<file path="config.mk">
export PLATFORM = sky130hd
export DESIGN_NAME = cpu_multicycle_core_flat
export DESIGN_NICKNAME = d
export VERILOG_FILES = /design/src/rtl/cpu_pkg.sv /design/src/rtl/cpu_multicycle_core_if.sv /design/src/rtl/cpu_regfile.sv /design/src/rtl/cpu_multicycle_core.sv /design/src/flat_wrapper.sv
export SDC_FILE = /design/constraint.sdc
export NUM_CORES = 1
export LEC_CHECK = 0
export CAP_MARGIN = 40
export CELL_PAD_IN_SITES_DETAIL_PLACEMENT = 0
export CELL_PAD_IN_SITES_GLOBAL_PLACEMENT = 1
export CORE_MARGIN = 8
export CORE_UTILIZATION = 49
export DETAILED_ROUTE_END_ITERATION = 10
export MAX_ROUTING_LAYER = met4
export PLACE_DENSITY_LB_ADDON = 0.15
export SLEW_MARGIN = 20
export SYNTH_ARGS = -nofsm -noshare
export SYNTH_HDL_FRONTEND = slang
export SYNTH_SLANG_ARGS = --single-unit
</file>
<file path="constraint.sdc">
create_clock -name clk -period 10.05 [get_ports clk]
set_input_delay 1.005 -clock clk [delete_from_list [all_inputs] [get_ports clk]]
set_output_delay 1.005 -clock clk [all_outputs]
set_load 0.005 [all_outputs]
</file>
<file path="src/rtl/cpu_pkg.sv">
// Shared definitions for the multi-cycle core: opcodes, instruction field positions, FSM states.
// Optional multiplier is selected with the CPU_MUL_EN macro.
package cpu_pkg;

    localparam logic [5:0] OP_NOP  = 6'h00;
    localparam logic [5:0] OP_ADD  = 6'h01;
    localparam logic [5:0] OP_SUB  = 6'h02;
    localparam logic [5:0] OP_AND  = 6'h03;
    localparam logic [5:0] OP_OR   = 6'h04;
    localparam logic [5:0] OP_XOR  = 6'h05;
    localparam logic [5:0] OP_MUL  = 6'h06;
    localparam logic [5:0] OP_ADDI = 6'h08;
    localparam logic [5:0] OP_LD   = 6'h10;
    localparam logic [5:0] OP_ST   = 6'h11;
    localparam logic [5:0] OP_BEQ  = 6'h18;
    localparam logic [5:0] OP_JMP  = 6'h19;
    localparam logic [5:0] OP_OUT  = 6'h1E;
    localparam logic [5:0] OP_HALT = 6'h3F;

    localparam int OP_LSB  = 26;
    localparam int RD_LSB  = 21;
    localparam int RS1_LSB = 16;
    localparam int RS2_LSB = 11;

    typedef enum logic [2:0] {
        FETCH,
        DECODE,
        EXEC,
        MEM,
        WB,
        HALT
    } state_t;

    function automatic logic op_defined(input logic [5:0] op);
        case (op)
            OP_NOP, OP_ADD, OP_SUB, OP_AND, OP_OR, OP_XOR, OP_ADDI,
            OP_LD, OP_ST, OP_BEQ, OP_JMP, OP_OUT, OP_HALT: return 1'b1;
`ifdef CPU_MUL_EN
            OP_MUL:  return 1'b1;
`else
            OP_MUL:  return 1'b0;
`endif
            default: return 1'b0;
        endcase
    endfunction

    function automatic logic op_writes_rd(input logic [5:0] op);
        case (op)
            OP_ADD, OP_SUB, OP_AND, OP_OR, OP_XOR, OP_ADDI, OP_LD: return 1'b1;
`ifdef CPU_MUL_EN
            OP_MUL:  return 1'b1;
`else
            OP_MUL:  return 1'b0;
`endif
            default: return 1'b0;
        endcase
    endfunction

endpackage

</file>
<file path="src/rtl/cpu_multicycle_core_if.sv">
// Instruction and data memory req/ack bus between the core (master) and the memories (slave).
interface cpu_multicycle_core_if #(
    parameter int DW  = 16,
    parameter int IAW = 6,
    parameter int DAW = 8
);
    logic           imem_req;
    logic [IAW-1:0] imem_addr;
    logic           imem_ack;
    logic [31:0]    imem_rdata;
    logic           dmem_req;
    logic           dmem_we;
    logic [DAW-1:0] dmem_addr;
    logic [DW-1:0]  dmem_wdata;
    logic           dmem_ack;
    logic [DW-1:0]  dmem_rdata;

    modport master (
        output imem_req, imem_addr, dmem_req, dmem_we, dmem_addr, dmem_wdata,
        input  imem_ack, imem_rdata, dmem_ack, dmem_rdata
    );

    modport slave (
        input  imem_req, imem_addr, dmem_req, dmem_we, dmem_addr, dmem_wdata,
        output imem_ack, imem_rdata, dmem_ack, dmem_rdata
    );
endinterface

</file>
<file path="src/rtl/cpu_regfile.sv">
// NREG x DW register file: two asynchronous read ports, one synchronous write port, r0 hardwired to zero.
module cpu_regfile #(
    parameter  int DW   = 16,
    parameter  int NREG = 8,
    localparam int RW   = $clog2(NREG)
) (
    input  logic          clk,
    input  logic          clear,
    input  logic          we,
    input  logic [RW-1:0] waddr,
    input  logic [DW-1:0] wdata,
    input  logic [RW-1:0] raddr1,
    input  logic [RW-1:0] raddr2,
    output logic [DW-1:0] rdata1,
    output logic [DW-1:0] rdata2
);

    logic [DW-1:0] regs [NREG];

    generate
        for (genvar gi = 0; gi < NREG; gi++) begin : g_reg
            if (gi == 0) begin : g_zero
                assign regs[gi] = '0;
            end else begin : g_store
                logic [DW-1:0] value_reg;
                always_ff @(posedge clk) begin
                    if (clear) begin
                        value_reg <= '0;
                    end else if (we && (waddr == RW'(gi))) begin
                        value_reg <= wdata;
                    end
                end
                assign regs[gi] = value_reg;
            end
        end
    endgenerate

    assign rdata1 = regs[raddr1];
    assign rdata2 = regs[raddr2];

endmodule

</file>
<file path="src/rtl/cpu_multicycle_core.sv">
// FSM-sequenced 16-bit-class CPU core with req/ack instruction and data memory ports.
// Define CPU_MUL_EN to enable the MUL opcode (0x06); otherwise it traps as illegal.
module cpu_multicycle_core
    import cpu_pkg::*;
#(
    parameter int DW   = 16,
    parameter int NREG = 8,
    parameter int IAW  = 6,
    parameter int DAW  = 8
) (
    input  logic                   clk,
    input  logic                   clear,
    input  logic                   enable,
    cpu_multicycle_core_if.master  bus,
    output logic [7:0]             out,
    output logic                   halted,
    output logic                   illegal
);

    localparam int RW = $clog2(NREG);
    localparam int XW = DW + 16;

    state_t         state_reg;
    logic [IAW-1:0] pc_reg;
    logic [31:0]    instr_reg;
    logic [DW-1:0]  a_reg;
    logic [DW-1:0]  b_reg;
    logic [DW-1:0]  result_reg;
    logic           taken_reg;
    logic           imem_req_reg;
    logic           dmem_req_reg;
    logic           dmem_we_reg;
    logic [DAW-1:0] dmem_addr_reg;
    logic [DW-1:0]  dmem_wdata_reg;
    logic [7:0]     out_reg;
    logic           halted_reg;
    logic           illegal_reg;

    logic [5:0]     op;
    logic [4:0]     rd_field;
    logic [4:0]     rs1_field;
    logic [4:0]     rs2_field;
    logic [15:0]    imm16;
    logic [XW-1:0]  imm_x;
    logic [DW-1:0]  imm_dw;
    logic [XW-1:0]  addr_sum;
    logic [DW-1:0]  alu_result;
    logic [IAW-1:0] pc_next;
    logic [DW-1:0]  rs1_data;
    logic [DW-1:0]  rs2_data;
    logic           rf_we;
    logic           is_mem;
    logic           unused_bits;

    // rs2 and imm overlap in the encoding; both views are always decoded.
    assign op        = instr_reg[OP_LSB +: 6];
    assign rd_field  = instr_reg[RD_LSB +: 5];
    assign rs1_field = instr_reg[RS1_LSB +: 5];
    assign rs2_field = instr_reg[RS2_LSB +: 5];
    assign imm16     = instr_reg[15:0];
    assign imm_x     = {{DW{imm16[15]}}, imm16};
    assign imm_dw    = imm_x[DW-1:0];
    assign addr_sum  = XW'(a_reg) + imm_x;
    assign is_mem    = (op == OP_LD) || (op == OP_ST);
    assign unused_bits = ^{rd_field, rs1_field, rs2_field, addr_sum};

    cpu_regfile #(
        .DW   (DW),
        .NREG (NREG)
    ) u_regfile (
        .clk    (clk),
        .clear  (clear),
        .we     (rf_we),
        .waddr  (rd_field[RW-1:0]),
        .wdata  (result_reg),
        .raddr1 (rs1_field[RW-1:0]),
        .raddr2 (rs2_field[RW-1:0]),
        .rdata1 (rs1_data),
        .rdata2 (rs2_data)
    );

    assign rf_we = enable && !clear && (state_reg == WB) && op_writes_rd(op);

    always_comb begin
        alu_result = '0;
        case (op)
            OP_ADD:  alu_result = a_reg + b_reg;
            OP_SUB:  alu_result = a_reg - b_reg;
            OP_AND:  alu_result = a_reg & b_reg;
            OP_OR:   alu_result = a_reg | b_reg;
            OP_XOR:  alu_result = a_reg ^ b_reg;
            OP_ADDI: alu_result = a_reg + imm_dw;
`ifdef CPU_MUL_EN
            OP_MUL:  alu_result = a_reg * b_reg;
`endif
            default: alu_result = '0;
        endcase
    end

    // Truncation of the sign-extended offset gives the modulo-2^IAW wrap for free.
    always_comb begin
        pc_next = pc_reg + IAW'(1);
        if ((op == OP_BEQ) && taken_reg) begin
            pc_next = pc_reg + IAW'(1) + imm_x[IAW-1:0];
        end else if (op == OP_JMP) begin
            pc_next = imm_x[IAW-1:0];
        end else if (op == OP_HALT) begin
            pc_next = pc_reg;
        end
    end

    always_ff @(posedge clk) begin
        if (clear) begin
            state_reg      <= FETCH;
            pc_reg         <= '0;
            instr_reg      <= '0;
            a_reg          <= '0;
            b_reg          <= '0;
            result_reg     <= '0;
            taken_reg      <= 1'b0;
            imem_req_reg   <= 1'b0;
            dmem_req_reg   <= 1'b0;
            dmem_we_reg    <= 1'b0;
            dmem_addr_reg  <= '0;
            dmem_wdata_reg <= '0;
            out_reg        <= '0;
            halted_reg     <= 1'b0;
            illegal_reg    <= 1'b0;
        end else if (enable) begin
            case (state_reg)
                FETCH: begin
                    // First FETCH after clear only raises the request.
                    if (!imem_req_reg) begin
                        imem_req_reg <= 1'b1;
                    end else if (bus.imem_ack) begin
                        instr_reg    <= bus.imem_rdata;
                        imem_req_reg <= 1'b0;
                        state_reg    <= DECODE;
                    end
                end
                DECODE: begin
                    a_reg     <= rs1_data;
                    b_reg     <= rs2_data;
                    state_reg <= EXEC;
                end
                EXEC: begin
                    result_reg <= alu_result;
                    taken_reg  <= (a_reg == b_reg);
                    if (is_mem) begin
                        dmem_req_reg   <= 1'b1;
                        dmem_we_reg    <= (op == OP_ST);
                        dmem_addr_reg  <= addr_sum[DAW-1:0];
                        dmem_wdata_reg <= b_reg;
                        state_reg      <= MEM;
                    end else begin
                        state_reg <= WB;
                    end
                end
                MEM: begin
                    if (bus.dmem_ack) begin
                        if (!dmem_we_reg) begin
                            result_reg <= bus.dmem_rdata;
                        end
                        dmem_req_reg <= 1'b0;
                        dmem_we_reg  <= 1'b0;
                        state_reg    <= WB;
                    end
                end
                WB: begin
                    pc_reg <= pc_next;
                    if (op == OP_OUT) begin
                        out_reg <= a_reg[7:0];
                    end
                    if (!op_defined(op)) begin
                        illegal_reg <= 1'b1;
                    end
                    if (op == OP_HALT) begin
                        halted_reg <= 1'b1;
                        state_reg  <= HALT;
                    end else begin
                        imem_req_reg <= 1'b1;
                        state_reg    <= FETCH;
                    end
                end
                HALT: begin
                    state_reg <= HALT;
                end
                default: begin
                    state_reg <= HALT;
                end
            endcase
        end
    end

    assign bus.imem_req   = imem_req_reg;
    assign bus.imem_addr  = pc_reg;
    assign bus.dmem_req   = dmem_req_reg;
    assign bus.dmem_we    = dmem_we_reg;
    assign bus.dmem_addr  = dmem_addr_reg;
    assign bus.dmem_wdata = dmem_wdata_reg;
    assign out            = out_reg;
    assign halted         = halted_reg;
    assign illegal        = illegal_reg;

endmodule
</file>
<file path="src/flat_wrapper.sv">
// flat-port wrapper written by rule: the top's interface ports become plain ports
module cpu_multicycle_core_flat import cpu_pkg::*;
#(
    parameter int DW   = 16,
    parameter int NREG = 8,
    parameter int IAW  = 6,
    parameter int DAW  = 8
)
  (clk, clear, enable, out, halted, illegal, bus_imem_req, bus_imem_addr, bus_dmem_req, bus_dmem_we, bus_dmem_addr, bus_dmem_wdata, bus_imem_ack, bus_imem_rdata, bus_dmem_ack, bus_dmem_rdata);
  cpu_multicycle_core_if #(.DW(DW), .IAW(IAW), .DAW(DAW)) bus_i ();
  input  logic clk;
  input  logic clear;
  input  logic enable;
  output logic [7:0] out;
  output logic halted;
  output logic illegal;
  output wire logic [$bits(bus_i.imem_req)-1:0] bus_imem_req;
  output wire logic [$bits(bus_i.imem_addr)-1:0] bus_imem_addr;
  output wire logic [$bits(bus_i.dmem_req)-1:0] bus_dmem_req;
  output wire logic [$bits(bus_i.dmem_we)-1:0] bus_dmem_we;
  output wire logic [$bits(bus_i.dmem_addr)-1:0] bus_dmem_addr;
  output wire logic [$bits(bus_i.dmem_wdata)-1:0] bus_dmem_wdata;
  input wire logic [$bits(bus_i.imem_ack)-1:0] bus_imem_ack;
  input wire logic [$bits(bus_i.imem_rdata)-1:0] bus_imem_rdata;
  input wire logic [$bits(bus_i.dmem_ack)-1:0] bus_dmem_ack;
  input wire logic [$bits(bus_i.dmem_rdata)-1:0] bus_dmem_rdata;
  assign bus_imem_req = bus_i.imem_req;
  assign bus_imem_addr = bus_i.imem_addr;
  assign bus_dmem_req = bus_i.dmem_req;
  assign bus_dmem_we = bus_i.dmem_we;
  assign bus_dmem_addr = bus_i.dmem_addr;
  assign bus_dmem_wdata = bus_i.dmem_wdata;
  assign bus_i.imem_ack = bus_imem_ack;
  assign bus_i.imem_rdata = bus_imem_rdata;
  assign bus_i.dmem_ack = bus_dmem_ack;
  assign bus_i.dmem_rdata = bus_dmem_rdata;
  cpu_multicycle_core #(.DW(DW), .NREG(NREG), .IAW(IAW), .DAW(DAW)) u_core (.clk(clk), .clear(clear), .enable(enable), .bus(bus_i), .out(out), .halted(halted), .illegal(illegal));
endmodule
</file>
==> results.ini, run 1 <==
[worst_setup_path]
cp_common_cell = a211oi_1
path_class = register to register
critPathMaxStageDelay_ps = 470
crit_slowest_cell = clkinv_1
crit_start = u_core.instr_reg[26]
cp_max_fo = 37
reg2reg_from = u_core.instr_reg[26]
endpoint_kind = register
path_cells = buf_4 -> clkinv_1 -> nand4_1 -> buf_4 -> mux2_2 -> ha_1 -> a21oi_1 -> a21oi_1 -> a211oi_1 -> a211oi_1 -> o21ai_0 -> nand3b_1 -> a211oi_1
required_ps = 10520
startpoint_type = register
worstPathArrival_ps = 4680

[drt]
first_pass_iters = 5
num_vias = 12003
wl_um = 41600
drt-initial-drc-count = 853
drcViolationCount = 0
vias_per_cell = 5.77
ant_nets = 0
wl_per_cell_um = 20.0

[grt]
grt_pass1_vias = 11505
grt_overflow = 0
grt_first_pass_wirelength_um = 65200
track_usage_pct = 24.6
antenna_found_initial = 0
grt_max_degree = 111

[floorplan]
core_um2 = 28400
initial_core_util_pct = 49.3
pin_count = 96
die_area_um2 = 34200
die_w_um = 185
die_y_um = 185
rows = 62

[sta]
finalHoldViolations = 0
fin_skew_ps = 9.44
slew_viol_final = 0
finalSetupViolCount = 0
timing.slew.headroom_pct = 47.9
fmax_ghz = 0.237
tns_ps = 0
worst_slack_ps = 5840
fin_crit_sh_pct = 41.9
fin_crit_ps = 4210
hold_ws_ps = 450
rsz0062_at_grt = false
worst_slew_pin_slew_ps = 781

[finish]
multi_input_area_um2 = 8540
instances_no_fill = 2082
fillCellCount = 2721
antenna_cells = 0
layout-drive-gt1-share_pct = 10.7
ff_latch_area_um2 = 4750
syn_to_final_growth_pct = 14.9
fin_util_pct = 56.6
largest_reg_flops = 112
final_nets = 1813

[power]
powerDensity_nw_per_um2 = 133
leakage_nw = 6.37
ir_drop_uv = 117
seqPwrFrac_pct = 44.8
combPwrFrac_pct = 5.2
p_sw_uw = 493
clockPowerShare_pct = 50.0
netSwitchingFraction_pct = 23.1
p_int_mw = 1.64

[min_path]
hold_path.class = register to register
hold_path_startpoint = u_core.bus.dmem_addr[5]

[clocking]
cts_buffer_depth = 3
cts_buffers = 27
cts_tree = yes
insertion_delay_ps = 560
cts_hold_buf = 0
cts_setup_buffers = 0
clk_pin_slew_ps = 60
cts_resized = 0
cts-root-buf = clkbuf_16
clock_sinks = 237
cts_max_level = 1

[synthesis]
synth_area_leaders = dfxtp_1 (34%), mux2i_1 (7.7%), nor2_1 (7.0%)
synthesis.nets = 1790
synth.most_common_cell = nor2_1
syn_avg_cell_area_um2 = 8.45
synth_ff_type = dfxtp_1
synth_area_um2 = 14000
ys_seq_elements = 237
synth_edf_count = 0
async_flop_share_pct = 0
synth_top_area_share_pct = 33.9
synth_cell_types = 80
ys_warn_count = 0
ys_seq_area_share_pct = 33.9
synthesis.instances = 1655
synthTopCellsByCount = nor2_1 (262), dfxtp_1 (237), nand2_1 (189)
yosys.area.top_type = dfxtp_1

[run]
drv_cap = 0

[placed_design]
dp.cells = 2032
pre_cts_ws_ps = 5920
place_hpwl_um = 28600
numPortBuffers = 91
gp_congestion = 0.945

[outcome]
status = completed

## kinds of logic (layout without fill, tap and decap cells)
family,count (synthesis),count (layout),synth area share [%]
AO/OA/AOI/OAI,369,369,16.4
XOR/XNOR,40,40,2.50
adder cells (fa/ha/maj),82,82,7.55
buffers and inverters,177,220,5.35
flip-flops,237,237,33.9
multiplexers,185,185,16.5
AND/OR/NAND/NOR,565,565,17.8
## critical path: cells and delay by family, from the launching register on
kind	cells	cell delay, ps
flip-flops	1	300
AO/OA/AOI/OAI	6	1510
adder cells (fa/ha/maj)	1	370
AND/OR/NAND/NOR	2	400
buffers and inverters	3	1140
multiplexers	1	370
## final timing paths
kind | endpoint | slack, ps | depth (start not counted)
setup / recovery | u_core.result_reg[14] | 5840 | 13
hold / removal | u_core.bus.dmem_addr[5] | 450 | 2
setup reg to reg | u_core.result_reg[14] | 5840 | 13
hold reg to reg | u_core.bus.dmem_addr[5] | 450 | 2
## cell usage in the layout (no fill, tap or decap), types with 6 or more instances in the layout
cell,count
ha_1,78
mux2_2,46
clkbuf_16,27
xor2_1,16
o21ai_0,30
dfxtp_1,236
nand2b_1,6
nand2_1,188
nor2b_1,8
mux2i_1,107
clkdlybuf4s50_1,90
nor2_1,261
nor3_1,25
a21oi_1,180
a211oi_1,18
nand3b_1,7
o22ai_1,7
a221oi_1,8
a22oi_1,38
inv_1,52
nand3_1,16
xnor2_1,24
nand4_1,8
o211ai_1,12
buf_4,19
a31oi_1,8
mux4_2,32
a21o_1,14
o31ai_1,8
clkbuf_1,8
## layer usage
layer	vias to the layer above	routed length, um	GRT usage (%)
li1	5854	-	-
met1	5748	19000	32.6
met2	324	19100	39.9
met3	77	2330	2.63
met4	0	1110	6.50
met5	-	0	-
## power groups by stage
stage / Sequential, mW / Clock [mW] / Combinational [mW]
after global routing: 0.958 / 1.13 / 0.120
after detailed placement: 0.978 / 0 / 0.109
after CTS: 0.957 / 1.09 / 0.110
after floorplan: 0.970 / 0 / 0.0688
after global placement: 0.978 / 0 / 0.107
final: 0.957 / 1.07 / 0.111
## per-stage QoR
step                      cell area [um2]  power [mW]
final                               16100        2.14
after global routing                16100        2.21
after CTS                           16100        2.16
after detailed placement            15100        1.09
after global placement              15000        1.08
after floorplan                     14000        1.04
## final cells by class
type                    instances  share of cell area [%]
clock inverters                10                    1.21
clock buffers                  39                    4.73
flip-flops and latches        237                    29.5
repair buffers                117                    7.22
inverters                      54                    1.26
multi-input cells            1241                    53.1
well taps                     384                    2.99
Power figures use the tool's default switching activity.
==> run 2, diff against run 1 <==
- CORE_UTILIZATION: 49 -> 46
- clock period: 10.05 -> 4 ns (I/O delays scaled with it)
==> run 2 against run 1 <==
Against the previous run:
- critical path depth shrank 1
- global-route usage shrank 1.2 points
- hold slack lost 140 ps
- via count shrank 0.67%
- worst setup slack lost 5400 ps
- count of clock-buffer cells in the layout shrank 1
- flip-flop and latch count is the same
- critical endpoint unchanged
==> results.ini, run 2 (synthesized netlist as in run 1, its figures left out) <==
[sta]
hold_ws_ps = 315  ; -136 ps
slew_viol_final = 0  ; unchanged
fin_skew_ps = 11.8  ; +2.34 ps
fmax_ghz = 0.281  ; +18%
tns_ps = 0  ; unchanged
finalSetupViolCount = 0  ; unchanged
timing.slew.headroom_pct = 44.2  ; -3.8 points
rsz0062_at_grt = false
worst_slew_pin_slew_ps = 836  ; +54.8 ps
finalHoldViolations = 0  ; unchanged
fin_crit_sh_pct = 89.0  ; +47 points
fin_crit_ps = 3560  ; -654 ps

[grt]
grt_first_pass_wirelength_um = 65800  ; +1.0%
track_usage_pct = 23.5  ; -1.2 points
grt_max_degree = 166  ; +50%
grt_pass1_vias = 11335  ; -1.5%
antenna_found_initial = 0  ; unchanged
grt_overflow = 0  ; unchanged

[clocking]
cts_hold_buf = 0  ; unchanged
cts_max_level = 1  ; unchanged
cts_resized = 0  ; unchanged
cts_tree = yes
cts_buffer_depth = 3  ; unchanged
cts-root-buf = clkbuf_16
insertion_delay_ps = 560  ; about the same
cts_buffers = 27  ; unchanged
cts_setup_buffers = 0  ; unchanged
clk_pin_slew_ps = 60  ; about the same
clock_sinks = 237  ; unchanged

[min_path]
hold_path_startpoint = clear
hold_path.class = input pin to register
whs_path_depth = 2  ; unchanged
hold_path_end = u_core.out[1]

[placed_design]
gp_congestion = 0.910  ; -3.8%
numPortBuffers = 91  ; unchanged
place_hpwl_um = 29900  ; +4.3%
dp.cells = 2059  ; +1.3%

[finish]
syn_to_final_growth_pct = 14.9  ; about the same
antenna_cells = 0  ; unchanged
fin_util_pct = 53.1  ; -3.5 points
largest_reg_flops = 112  ; unchanged
final_nets = 1827  ; +0.77%
final_cell_mix = nor2_1 (261), dfxtp_1 (236), nand2_1 (188)
instances_no_fill = 2103  ; +1.0%
layout-drive-gt1-share_pct = 11.3  ; +0.65 points
layout_commonest_cell = nor2_1

[drt]
wl_um = 42600  ; +2.5%
num_vias = 11922  ; -0.67%
drcViolationCount = 0  ; unchanged
ant_nets = 0  ; unchanged
wl_per_cell_um = 20.3  ; +1.5%
first_pass_iters = 5  ; unchanged
drt-initial-drc-count = 608  ; -29%
vias_per_cell = 5.67  ; -1.7%

[worst_setup_path]
reg2regPathDepth = 12  ; -1
critical-path-top-delay-family = compound AO/OA/AOI/OAI gates
timing.rr.end = u_core.result_reg[14]
worstPathArrival_ps = 4030  ; -650 ps
required_ps = 4470  ; -6050 ps
startpoint_type = register
critPathMaxStageDelay_ps = 530  ; +60 ps
cp_common_cell = a211oi_1
cp_max_fo = 12  ; -68%
endpoint_kind = register
path_cells = nor2_1 -> nand4_1 -> buf_4 -> mux2_2 -> ha_1 -> a21oi_1 -> a21oi_1 -> a211oi_1 -> a211oi_1 -> o21ai_0 -> nand3b_1 -> a211oi_1
path_class = register to register
cp_num_buf_inv = 1  ; -2
reg2reg_setup_slack_ps = 440  ; -5400 ps
crit_slowest_cell = dfxtp_1
reg2reg_from = u_core.instr_reg[31]

[power]
leakage_nw = 6.40  ; +0.45%
powerDensity_nw_per_um2 = 320  ; +140%
ir_drop_uv = 324  ; +180%

[run]
drv_cap = 0  ; unchanged

[floorplan]
die_y_um = 190  ; +2.9%
die_area_um2 = 36300  ; +5.9%
core_um2 = 30300  ; +6.6%
die_w_um = 190  ; +2.9%
rows = 64  ; +3.2%
initial_core_util_pct = 46.2  ; -3.1 points
pin_count = 96  ; unchanged

[outcome]
status = completed

-- run 2: cell types whose count changed in the layout (fill, tap and decap cells not counted), moves of 2 or more --
cell,before,now
nor2b_1,8,10
nor2b_2,2,0
bufinv_16,5,1
buf_4,19,36
clkbuf_8,4,8
clkbuf_1,8,3
buf_6,4,1
-- run 2: layout make-up --
cell class / count / area, um2
repair buffers: 131 / 1240
clock inverters: 6 / 72.6
well taps: 396 / 495
clock buffers: 38 / 797
flip-flops and latches: 237 / 4750
inverters: 54 / 203
multi-input cells: 1241 / 8530
fillers: 2899 / 14200
-- run 2: where the power goes --
| part | internal [mW] | switching (mW) | total [mW] |
|---|---|---|---|
| sequential | 2.38 | 0.0311 | 2.41 |
| clock | 1.44 | 1.02 | 2.46 |
| combinational | 0.107 | 0.170 | 0.277 |
| total | 3.92 | 1.22 | 5.14 |
-- run 2: worst register-to-register path, cell delays in order (launching register included) --
cell and delay, ps:
dfxtp_1 530, nor2_1 120, nand4_1 210, buf_4 240, mux2_2 360, ha_1 370, a21oi_1 270, a21oi_1 110
a211oi_1 500, a211oi_1 220, o21ai_0 200, nand3b_1 100, a211oi_1 240
-- run 2: stage by stage --
step | power [mW] | area (um2) | worst slack, ps
after floorplan | 2.61 | 14000 | 667
after global placement | 2.73 | 15200 | 530
after detailed placement | 2.74 | 15200 | 498
after CTS | 5.20 | 16100 | 474
after global routing | 5.32 | 16100 | 47.9
final | 5.14 | 16100 | 441
-- run 2: routing by layer --
metal / vias to the layer above / wire (um) / track usage (%)
met5: - / 0 / -
met4: 0 / 1090 / 6.09
met3: 63 / 1940 / 2.71
met2: 268 / 19500 / 37.2
met1: 5717 / 20000 / 31.6
li1: 5874 / - / -
-- run 2: worst max-delay path by stage --
stage                             to            startpoint  slack [ps]  cells after the start
3_5_place_dp   u_core.result_reg[14]  u_core.instr_reg[31]         500                     12
5_1_grt        u_core.result_reg[14]  u_core.instr_reg[27]          50                     12
6_report       u_core.result_reg[14]  u_core.instr_reg[31]         440                     12
4_1_cts        u_core.result_reg[14]  u_core.instr_reg[31]         470                     12
3_3_place_gp   u_core.result_reg[14]  u_core.instr_reg[31]         530                     12
2_1_floorplan  u_core.result_reg[13]  u_core.instr_reg[26]         670                     13
==> run 3, diff against run 2 <==
- GPL_ROUTABILITY_DRIVEN: unset -> 0
- TNS_END_PERCENT: unset -> 5
==> run 3 against run 2 <==
Against the previous run:
- via count grew 0.92%
- critical path depth stayed put
- core utilization grew 0.14 points
- critical path type unchanged
- critical endpoint unchanged
- largest cell class unchanged
==> results.ini, run 3 (synthesized netlist as in run 1, its figures left out) <==
[outcome]
status = completed

[drt]
drt-initial-drc-count = 636  ; +4.6%
first_pass_iters = 5  ; unchanged
wl_per_cell_um = 20.2  ; -0.49%
wl_um = 42400  ; -0.54%
drcViolationCount = 0  ; unchanged
num_vias = 12032  ; +0.92%
ant_nets = 0  ; unchanged
vias_per_cell = 5.72  ; +0.97%

[finish]
instances_no_fill = 2102  ; -0.048%
layout_commonest_cell = nor2_1
final_nets = 1824  ; -0.16%
ff_latch_area_um2 = 4750  ; unchanged
fillCellCount = 2948  ; +1.7%
final_cell_mix = nor2_1 (261), dfxtp_1 (236), nand2_1 (188)
finalInstanceArea_um2 = 16100  ; +0.26%
antenna_cells = 0  ; unchanged
layout-drive-gt1-share_pct = 11.1  ; -0.17 points
syn_to_final_growth_pct = 15.2
largest_reg_flops = 112  ; unchanged
multi_input_area_um2 = 8530  ; unchanged

[sta]
finalSetupViolCount = 0  ; unchanged
hold_ws_ps = 245  ; -69.9 ps
timing.slew.headroom_pct = 44.2  ; +0.055 points
fin_crit_ps = 3550  ; -10.4 ps
tns_ps = 0  ; unchanged
fmax_ghz = 0.282  ; +0.29%
slew_viol_final = 0  ; unchanged
finalHoldViolations = 0  ; unchanged
rsz0062_at_grt = false
fin_crit_sh_pct = 88.7  ; -0.26 points
worst_slew_pin_slew_ps = 834  ; -2.18 ps
fin_skew_ps = 26.8  ; +15.0 ps
worst_slack_ps = 452  ; +10.4 ps

[power]
leakage_nw = 6.41  ; +0.18%
ir_drop_uv = 421  ; +30%
powerDensity_nw_per_um2 = 327  ; +2.2%

[placed_design]
dp.cells = 2054  ; -0.24%
dpl_cell_area_um2 = 15200  ; -0.28%
place_hpwl_um = 29400  ; -1.6%
pre_cts_ws_ps = 571  ; +72.5 ps
numPortBuffers = 91  ; unchanged

[clocking]
clk_pin_slew_ps = 60  ; about the same
cts_hold_buf = 0  ; unchanged
cts_setup_buffers = 0  ; unchanged
cts_buffers = 28  ; +3.7%
insertion_delay_ps = 570  ; about the same
cts_max_level = 1  ; unchanged
cts_buffer_depth = 3  ; unchanged
clock_sinks = 237  ; unchanged
cts-root-buf = clkbuf_16
cts_tree = yes
cts_resized = 0  ; unchanged

[worst_setup_path]
reg2regPathDepth = 12  ; unchanged
path_class = register to register
cp_common_cell = a211oi_1
path_cells = nor2_1 -> nand4_1 -> buf_4 -> mux2_2 -> ha_1 -> a21oi_1 -> a21oi_1 -> a211oi_1 -> a211oi_1 -> o21ai_0 -> nand3b_1 -> a211oi_1
critical-path-top-delay-family = compound AO/OA/AOI/OAI gates
startpoint_type = register
required_ps = 4460  ; about the same
path_depth = 12  ; unchanged
critPathMaxStageDelay_ps = 530  ; about the same
worstPathArrival_ps = 4010  ; -20 ps
crit_slowest_cell = dfxtp_1
cp_num_buf_inv = 1  ; unchanged
endpoint_kind = register
cp_max_fo = 12  ; unchanged

[grt]
grt_pass1_vias = 11630  ; +2.6%
grt_overflow = 0  ; unchanged
grt_max_degree = 141  ; -15%
antenna_found_initial = 0  ; unchanged
track_usage_pct = 23.6  ; +0.063 points
grt_first_pass_wirelength_um = 66200  ; +0.60%

[run]
drv_cap = 0  ; unchanged

[floorplan]
die_w_um = 190  ; unchanged
initial_core_util_pct = 46.2  ; unchanged
rows = 64  ; unchanged
pin_count = 96  ; unchanged
core_um2 = 30300  ; unchanged
die_area_um2 = 36300  ; unchanged
die_y_um = 190  ; unchanged

[min_path]
whs_path_depth = 2  ; unchanged
hold_path.class = input pin to register

[run 3: changes by cell type in the layout (fill, tap and decap cells not counted), sizes merged]
cell      previous run  this run
inv                 54        53
clkinvlp             1         0
clkinv               4         5
clkbuf              38        41
buf                 41        37
bufinv               1         2
[run 3: worst paths after layout]
check	from	endpoint	slack, ps
worst min register to register	u_core.bus.dmem_addr[3]	u_core.bus.dmem_addr[3]	450
worst max-delay path	u_core.instr_reg[31]	u_core.result_reg[14]	450
worst max register to register	u_core.instr_reg[31]	u_core.result_reg[14]	450
worst min-delay path	clear	u_core.state_reg[1]	240
[run 3: cell type report]
type / count / area share (%)
Clock inverter: 6 / 0.652
Sequential cell: 237 / 29.4
Tap cell: 396 / 3.07
Timing Repair Buffer: 127 / 7.54
Inverter: 54 / 1.26
Clock buffer: 41 / 5.15
Multi-Input combinational cell: 1241 / 52.9
[run 3: where the power goes]
group          internal [mW]  total [mW]  switching, mW
clock network           1.55        2.58           1.03
registers               2.38        2.41         0.0317
logic                  0.110       0.279          0.169
[run 3: stage by stage]
| stage | total power, mW | util [%] |
|---|---|---|
| global route | 5.45 | 53.3 |
| finish | 5.27 | 53.3 |
| floorplan | 2.61 | - |
| CTS | 5.33 | 53.2 |
| global placement | 2.73 | 50.1 |
| detailed placement | 2.74 | 50.1 |
[run 3: routing by layer]
layer / track usage [%] / wire [um] / part of all wire, %
met1: 30.8 / 19600 / 46
met2: 37.9 / 19700 / 46
met3: 2.87 / 1960 / 4.6
met4: 6.59 / 1080 / 2.5
met5: - / 0 / 0
